### src/rtl/combination_lock_param_if.sv
// Key/switch inputs and status outputs of the combination lock.
// The master drives the keypad side, the slave is the lock itself.
interface combination_lock_param_if #(
  parameter int DIGITS = 3,
  parameter int WIDTH  = 4
);
  localparam int PW = $clog2(DIGITS + 1);

  logic          Enter;
  logic [WIDTH-1:0] Digit;
  logic          Program;
  logic          Relock;
  logic          Locked;
  logic          Unlocked;
  logic          LockedOut;
  logic          Fail;
  logic [PW-1:0] Progress;

  modport master (
    output Enter, Digit, Program, Relock,
    input  Locked, Unlocked, LockedOut,
    input  Fail, Progress
  );

  modport slave (
    input  Enter, Digit, Program, Relock,
    output Locked, Unlocked, LockedOut,
    output Fail, Progress
  );
endinterface

### src/rtl/combination_lock_param.sv
// N-digit combination lock with run-time reprogramming,
// failed-attempt lockout and inter-digit inactivity timeout.
module combination_lock_param #(
  parameter int DIGITS = 3,
  parameter int WIDTH = 4,
  parameter logic [DIGITS*WIDTH-1:0] DEFAULT_CODE = 12'h97D,
  parameter int MAX_FAILS = 3,
  parameter int LOCKOUT_CYCLES = 16,
  parameter int TIMEOUT_CYCLES = 32
) (
  input logic Clk,
  input logic Reset,
  combination_lock_param_if.slave bus
);
  localparam int PW = $clog2(DIGITS + 1);
  localparam int FW = $clog2(MAX_FAILS + 1);
  localparam int LW = $clog2(LOCKOUT_CYCLES + 1);
  localparam int TW = $clog2(TIMEOUT_CYCLES + 1);
  localparam logic [PW-1:0] LAST = PW'(DIGITS - 1);
  localparam logic [FW-1:0] FMAX = FW'(MAX_FAILS);
  localparam logic [LW-1:0] LLOAD = LW'(LOCKOUT_CYCLES - 1);
  localparam logic [TW-1:0] TLAST = TW'(TIMEOUT_CYCLES - 1);

  typedef enum logic [1:0] {
    ENTRY, OPEN, PROGRAM, LOCKOUT
  } state_t;

  state_t state;
  logic [DIGITS*WIDTH-1:0] code;
  logic [DIGITS*WIDTH-1:0] shadow;
  logic [DIGITS*WIDTH-1:0] shadow_nx;
  logic enter_q;
  logic mismatch;
  logic [FW-1:0] fail_cnt;
  logic [LW-1:0] lock_tmr;
  logic [TW-1:0] idle;
  logic [PW-1:0] progress;
  logic locked;
  logic unlocked;
  logic locked_out;
  logic fail;

  logic press;
  logic last;
  logic miss;
  logic expire;
  logic [WIDTH-1:0] cur;

  assign press = bus.Enter & ~enter_q;
  assign last = (progress == LAST);
  assign cur = code[progress*WIDTH +: WIDTH];
  assign miss = mismatch | (bus.Digit != cur);
  assign expire = ~press & (progress != '0) & (idle == TLAST);

  always_comb begin
    shadow_nx = shadow;
    shadow_nx[progress*WIDTH +: WIDTH] = bus.Digit;
  end

  function automatic logic [2:0] flags(state_t s);
    unique case (s)
      ENTRY:   flags = 3'b100;
      OPEN:    flags = 3'b010;
      PROGRAM: flags = 3'b010;
      LOCKOUT: flags = 3'b101;
      default: flags = 3'b100;
    endcase
  endfunction

  always_ff @(posedge Clk) begin
    if (Reset) begin
      state <= ENTRY;
      code <= DEFAULT_CODE;
      shadow <= DEFAULT_CODE;
      // Treat the key as already down so a held key is not a press.
      enter_q <= 1'b1;
      mismatch <= 1'b0;
      fail_cnt <= '0;
      lock_tmr <= '0;
      idle <= '0;
      progress <= '0;
      {locked, unlocked, locked_out} <= flags(ENTRY);
      fail <= 1'b0;
    end else begin
      enter_q <= bus.Enter;
      fail <= 1'b0;
      unique case (state)
        ENTRY: begin
          if (press) begin
            idle <= '0;
            if (last) begin
              progress <= '0;
              mismatch <= 1'b0;
              if (!miss) begin
                state <= OPEN;
                fail_cnt <= '0;
                {locked, unlocked, locked_out} <= flags(OPEN);
              end else begin
                fail <= 1'b1;
                if (fail_cnt == FMAX - 1'b1) begin
                  fail_cnt <= FMAX;
                  lock_tmr <= LLOAD;
                  state <= LOCKOUT;
                  {locked, unlocked, locked_out} <= flags(LOCKOUT);
                end else begin
                  fail_cnt <= fail_cnt + 1'b1;
                end
              end
            end else begin
              progress <= progress + 1'b1;
              mismatch <= miss;
            end
          end else if (expire) begin
            progress <= '0;
            mismatch <= 1'b0;
            idle <= '0;
          end else if (progress != '0) begin
            idle <= idle + 1'b1;
          end
        end
        LOCKOUT: begin
          if (lock_tmr == '0) begin
            state <= ENTRY;
            fail_cnt <= '0;
            progress <= '0;
            {locked, unlocked, locked_out} <= flags(ENTRY);
          end else begin
            lock_tmr <= lock_tmr - 1'b1;
          end
        end
        OPEN: begin
          if (bus.Relock) begin
            state <= ENTRY;
            progress <= '0;
            idle <= '0;
            {locked, unlocked, locked_out} <= flags(ENTRY);
          end else if (press && bus.Program) begin
            state <= PROGRAM;
            progress <= '0;
            idle <= '0;
          end
        end
        PROGRAM: begin
          if (bus.Relock) begin
            state <= ENTRY;
            progress <= '0;
            idle <= '0;
            {locked, unlocked, locked_out} <= flags(ENTRY);
          end else if (press) begin
            shadow <= shadow_nx;
            idle <= '0;
            if (last) begin
              code <= shadow_nx;
              state <= OPEN;
              progress <= '0;
            end else begin
              progress <= progress + 1'b1;
            end
          end else if (expire) begin
            state <= OPEN;
            progress <= '0;
            idle <= '0;
          end else if (progress != '0) begin
            idle <= idle + 1'b1;
          end
        end
        default: state <= ENTRY;
      endcase
    end
  end

  assign bus.Locked = locked;
  assign bus.Unlocked = unlocked;
  assign bus.LockedOut = locked_out;
  assign bus.Fail = fail;
  assign bus.Progress = progress;
endmodule

### src/flat_wrapper.sv
// flat-port wrapper written by rule: the top's interface ports become plain ports
module combination_lock_param_flat 
#(
  parameter int DIGITS = 3,
  parameter int WIDTH = 4,
  parameter logic [DIGITS*WIDTH-1:0] DEFAULT_CODE = 12'h97D,
  parameter int MAX_FAILS = 3,
  parameter int LOCKOUT_CYCLES = 16,
  parameter int TIMEOUT_CYCLES = 32
)
  (Clk, Reset, bus_Enter, bus_Digit, bus_Program, bus_Relock, bus_Locked, bus_Unlocked, bus_LockedOut, bus_Fail, bus_Progress);
  combination_lock_param_if #(.DIGITS(DIGITS), .WIDTH(WIDTH)) bus_i ();
  input logic Clk;
  input logic Reset;
  input wire logic [$bits(bus_i.Enter)-1:0] bus_Enter;
  input wire logic [$bits(bus_i.Digit)-1:0] bus_Digit;
  input wire logic [$bits(bus_i.Program)-1:0] bus_Program;
  input wire logic [$bits(bus_i.Relock)-1:0] bus_Relock;
  output wire logic [$bits(bus_i.Locked)-1:0] bus_Locked;
  output wire logic [$bits(bus_i.Unlocked)-1:0] bus_Unlocked;
  output wire logic [$bits(bus_i.LockedOut)-1:0] bus_LockedOut;
  output wire logic [$bits(bus_i.Fail)-1:0] bus_Fail;
  output wire logic [$bits(bus_i.Progress)-1:0] bus_Progress;
  assign bus_i.Enter = bus_Enter;
  assign bus_i.Digit = bus_Digit;
  assign bus_i.Program = bus_Program;
  assign bus_i.Relock = bus_Relock;
  assign bus_Locked = bus_i.Locked;
  assign bus_Unlocked = bus_i.Unlocked;
  assign bus_LockedOut = bus_i.LockedOut;
  assign bus_Fail = bus_i.Fail;
  assign bus_Progress = bus_i.Progress;
  combination_lock_param #(.DIGITS(DIGITS), .WIDTH(WIDTH), .DEFAULT_CODE(DEFAULT_CODE), .MAX_FAILS(MAX_FAILS), .LOCKOUT_CYCLES(LOCKOUT_CYCLES), .TIMEOUT_CYCLES(TIMEOUT_CYCLES)) u_core (.Clk(Clk), .Reset(Reset), .bus(bus_i));
endmodule
### config.mk
export PLATFORM = sky130hd
export DESIGN_NAME = combination_lock_param_flat
export DESIGN_NICKNAME = d
export VERILOG_FILES = /design/src/rtl/combination_lock_param_if.sv /design/src/rtl/combination_lock_param.sv /design/src/flat_wrapper.sv
export SDC_FILE = /design/constraint.sdc
export NUM_CORES = 1
export LEC_CHECK = 0
export BUFFER_PORTS_ARGS = -buffer_cell sky130_fd_sc_hd__buf_2
export CELL_PAD_IN_SITES_DETAIL_PLACEMENT = 0
export CELL_PAD_IN_SITES_GLOBAL_PLACEMENT = 1
export CORE_ASPECT_RATIO = 0.75
export CORE_MARGIN = 2
export CORE_UTILIZATION = 30
export DETAILED_ROUTE_END_ITERATION = 12
export PLACE_DENSITY_LB_ADDON = 0.05
export SYNTH_ARGS = -nofsm -noshare
export SYNTH_HDL_FRONTEND = slang
export SYNTH_SLANG_ARGS = --single-unit
### constraint.sdc
create_clock -name Clk -period 2.35 [get_ports Clk]
set_clock_uncertainty 0.2 [all_clocks]
set_input_delay 0.1175 -clock Clk [delete_from_list [all_inputs] [get_ports Clk]]
set_output_delay 0.1175 -clock Clk [all_outputs]
set_load 0.02 [all_outputs]
==> results.json <==
{
  "drcViolationCount": 0,
  "worst_pin_slew_ns": 0.513,
  "cts_max_path_buffers": 2,
  "holdCritStartpoint": "bus_Digit[3]",
  "wl_met1_um": 3990,
  "insertion_delay_ns": 0.31,
  "fin_util_pct": 40.1,
  "coreArea_um2": 8020,
  "diodes": 0,
  "antenna_found_initial": 0,
  "crit_path_start_kind": "flop",
  "dr_wl_met2_um": 2930,
  "synth_commonest_cells": "dfxtp_1, nand2_1, nor2_1, inv_1, o211ai_1",
  "worstReg2RegEnd": "u_core.lock_tmr[0]",
  "synth_warnings": 0,
  "status": "completed",
  "ir_worst_vdd_mv": 0.189,
  "slew-limit-headroom_pct": 65.7,
  "setup_viol": 0,
  "whs_ns": 0.0195,
  "wirelength_um": 7300,
  "rows": 28,
  "yosysMostFrequentCell": "dfxtp_1",
  "met3WireLength_um": 322,
  "drt-pass1-iter-count": 4,
  "viasPerCell": 5.25,
  "r2r_cells": 9,
  "gr-total-overflow": 0,
  "io_buffers": 14,
  "cts.htree.levels": 2,
  "max_freq_mhz": 438,
  "ys_ff_latch": 47,
  "yosysTopAreaCellShare_pct": 37.2,
  "timing_worst_setup_path_type": "reg2reg",
  "cts-buffers-inserted": 5,
  "hp-class": "in2reg",
  "clk_pin_slew_ns": 0.10,
  "syn_avg_cell_area_um2": 8.47,
  "rsz0062_at_grt": "true",
  "cts_root_buf": "clkbuf_8",
  "layout-drive-gt1-share_pct": 23.9,
  "chipHeight_um": 83.6,
  "area_delta_synth_final_pct": 27.1,
  "worstReg2RegStart": "u_core.bus.Progress[0]",
  "post-route-period-util_pct": 97.1,
  "yosys-top-cells-area": "dfxtp_1, ha_1, o211ai_1",
  "drt_iter0_drc": 124,
  "final_area_um2": 3220,
  "ys_seq_area_share_pct": 37.2,
  "holdPathStages": 3,
  "grt_max_degree": 21,
  "synthFlopType": "dfxtp_1",
  "fin_crit_ns": 2.28,
  "maxCapViolCount": 0,
  "critPathMaxFanout": 5,
  "num_io_pins": 15,
  "dpl.hpwl_um": 5390,
  "synth_cell_type_count": 50,
  "initial_utilization_pct": 31.6,
  "grt_pass1_vias": 2221,
  "finalPower_mw": 1.55,
  "nNetsFinal": 375,
  "cts.sinks": 47,
  "dpl_cell_area_um2": 3000,
  "power.density_nw_per_um2": 483,
  "vias": 2394,
  "chipWidth_um": 110,
  "yosys.area.top_type": "dfxtp_1",
  "final_hold_viol_count": 0,
  "grt_pass1_wl_um": 11900,
  "tritoncts": "built",
  "highest_layer": "met4",
  "gp_routability_congestion": 0.773,
  "whs_endpoint": "u_core.shadow[7]",
  "leakage_nw": 1.32,
  "r2r_slack_ns": 0.07,
  "synthCells": 299,
  "routedWlPerCell_um": 16.0,
  "async_reset_ff_share_pct": 0,
  "pre_cts_ws_ns": -0.127,
  "dieArea_um2": 9200,
  "setup_slack_ns": 0.0683,
  "slew_viol_final": 0,
  "end_kind": "flop",
  "worstPathArrival_ns": 2.32,
  "gr-usage-all-layers_pct": 16.8,
  "mappedNetlistArea_um2": 2530,
  "drtAntennaViolNets": 0,
  "synth_edf_count": 0,
  "required_ns": 2.39,
  "synth_nets": 324
}
-- cells by family after synthesis --
| logic type | after synthesis | synth area share (%) |
|---|---|---|
| AO/OA/AOI/OAI | 90 | 25.0 |
| XOR/XNOR | 10 | 3.46 |
| adder cells (fa/ha/maj) | 16 | 7.91 |
| buffers and inverters | 35 | 5.58 |
| flip-flops | 47 | 37.2 |
| multiplexers | 5 | 1.98 |
| AND/OR/NAND/NOR | 96 | 18.9 |
-- sequential cells by signal, indices dropped and copies added (netlist names) --
register              flops
u_core.bus.Fail           1
u_core.bus.Locked         1
u_core.bus.LockedOut      1
u_core.bus.Progress       2
u_core.bus.Unlocked       1
u_core.code              12
u_core.enter_q            1
u_core.fail_cnt           2
u_core.idle               6
u_core.lock_tmr           5
u_core.mismatch           1
u_core.shadow            12
u_core.state              2
-- worst max-delay path by stage --
stage	startpoint	end	slack, ns	cells past startpoint
6_report	u_core.bus.Progress[0]	u_core.lock_tmr[0]	0.07	9
5_1_grt	u_core.bus.Progress[0]	u_core.lock_tmr[1]	-0.04	9
4_1_cts	u_core.bus.Progress[0]	u_core.lock_tmr[0]	0.0003	8
3_5_place_dp	u_core.bus.Progress[0]	u_core.bus.Locked	-0.13	7
3_3_place_gp	u_core.bus.Progress[0]	u_core.lock_tmr[2]	-0.13	6
2_1_floorplan	u_core.bus.Progress[0]	u_core.idle[5]	0.004	8
-- critical path, stage by stage, from the launching register on --
cell,delay [ns]
dfxtp_4,0.40
buf_12,0.12
mux2i_1,0.19
o21ai_1,0.09
xor2_1,0.22
buf_4,0.15
nor4_1,0.04
buf_4,0.17
or4_4,0.50
a31oi_1,0.13
-- per-layer routing --
metal / GRT usage [%] / vias up
met5: 0 / -
met4: 4.09 / 0
met3: 3.83 / 7
met2: 22.3 / 48
met1: 26.6 / 1136
li1: - / 1203
-- repair_timing --
action | in CTS | in global routing
endpoints found under the setup margin | 19 | 12
setup buffers | 0 | 3
hold endpoints to repair | 2 | 0
cloned | 0 | 0
resized for setup | 5 | 14
pin swaps | 0 | 8
hold buffers | 2 | 0
-- layout make-up --
class                           instances  area (um2)
Inverter                               21        78.8
Tap cell                              105         131
Clock inverter                          1        7.51
Clock buffer                            7        96.3
Timing Repair Buffer                   58         447
Multi-Input combinational cell        217        1510
Sequential cell                        47         946
Fill cell                             829        4800
-- per-stage QoR --
step	instances	setup TNS, ns
2_1_floorplan	299	0
3_3_place_gp	443	-0.970
3_5_place_dp	443	-1.07
4_1_cts	453	0
5_1_grt	456	-0.115
6_report	456	0
-- cells in the final DEF, fill, tap and decap left out, types with 4 or more instances in the layout --
master,Yosys,final
o211ai_1,17,17
inv_1,20,20
nand3b_1,4,4
nand2b_1,4,4
xor2_1,7,7
o21ai_0,16,13
nor2_1,23,22
a221oi_1,9,8
nand2_1,29,29
a31oi_1,7,7
nand3_1,10,10
dfxtp_1,47,45
buf_4,0,38
buf_2,2,14
nor3_1,4,4
a22oi_1,11,10
clkbuf_8,0,7
a21oi_1,9,8
ha_1,16,13
-- power by group --
group / leakage, nW / total, mW / switching, mW / internal [mW]
registers: 0.381 / 0.808 / 0.00634 / 0.802
clock network: 0.0505 / 0.563 / 0.294 / 0.268
logic: 0.884 / 0.182 / 0.0986 / 0.0832
total: 1.32 / 1.55 / 0.399 / 1.15
Note: power is estimated with default switching activity, not from simulation.
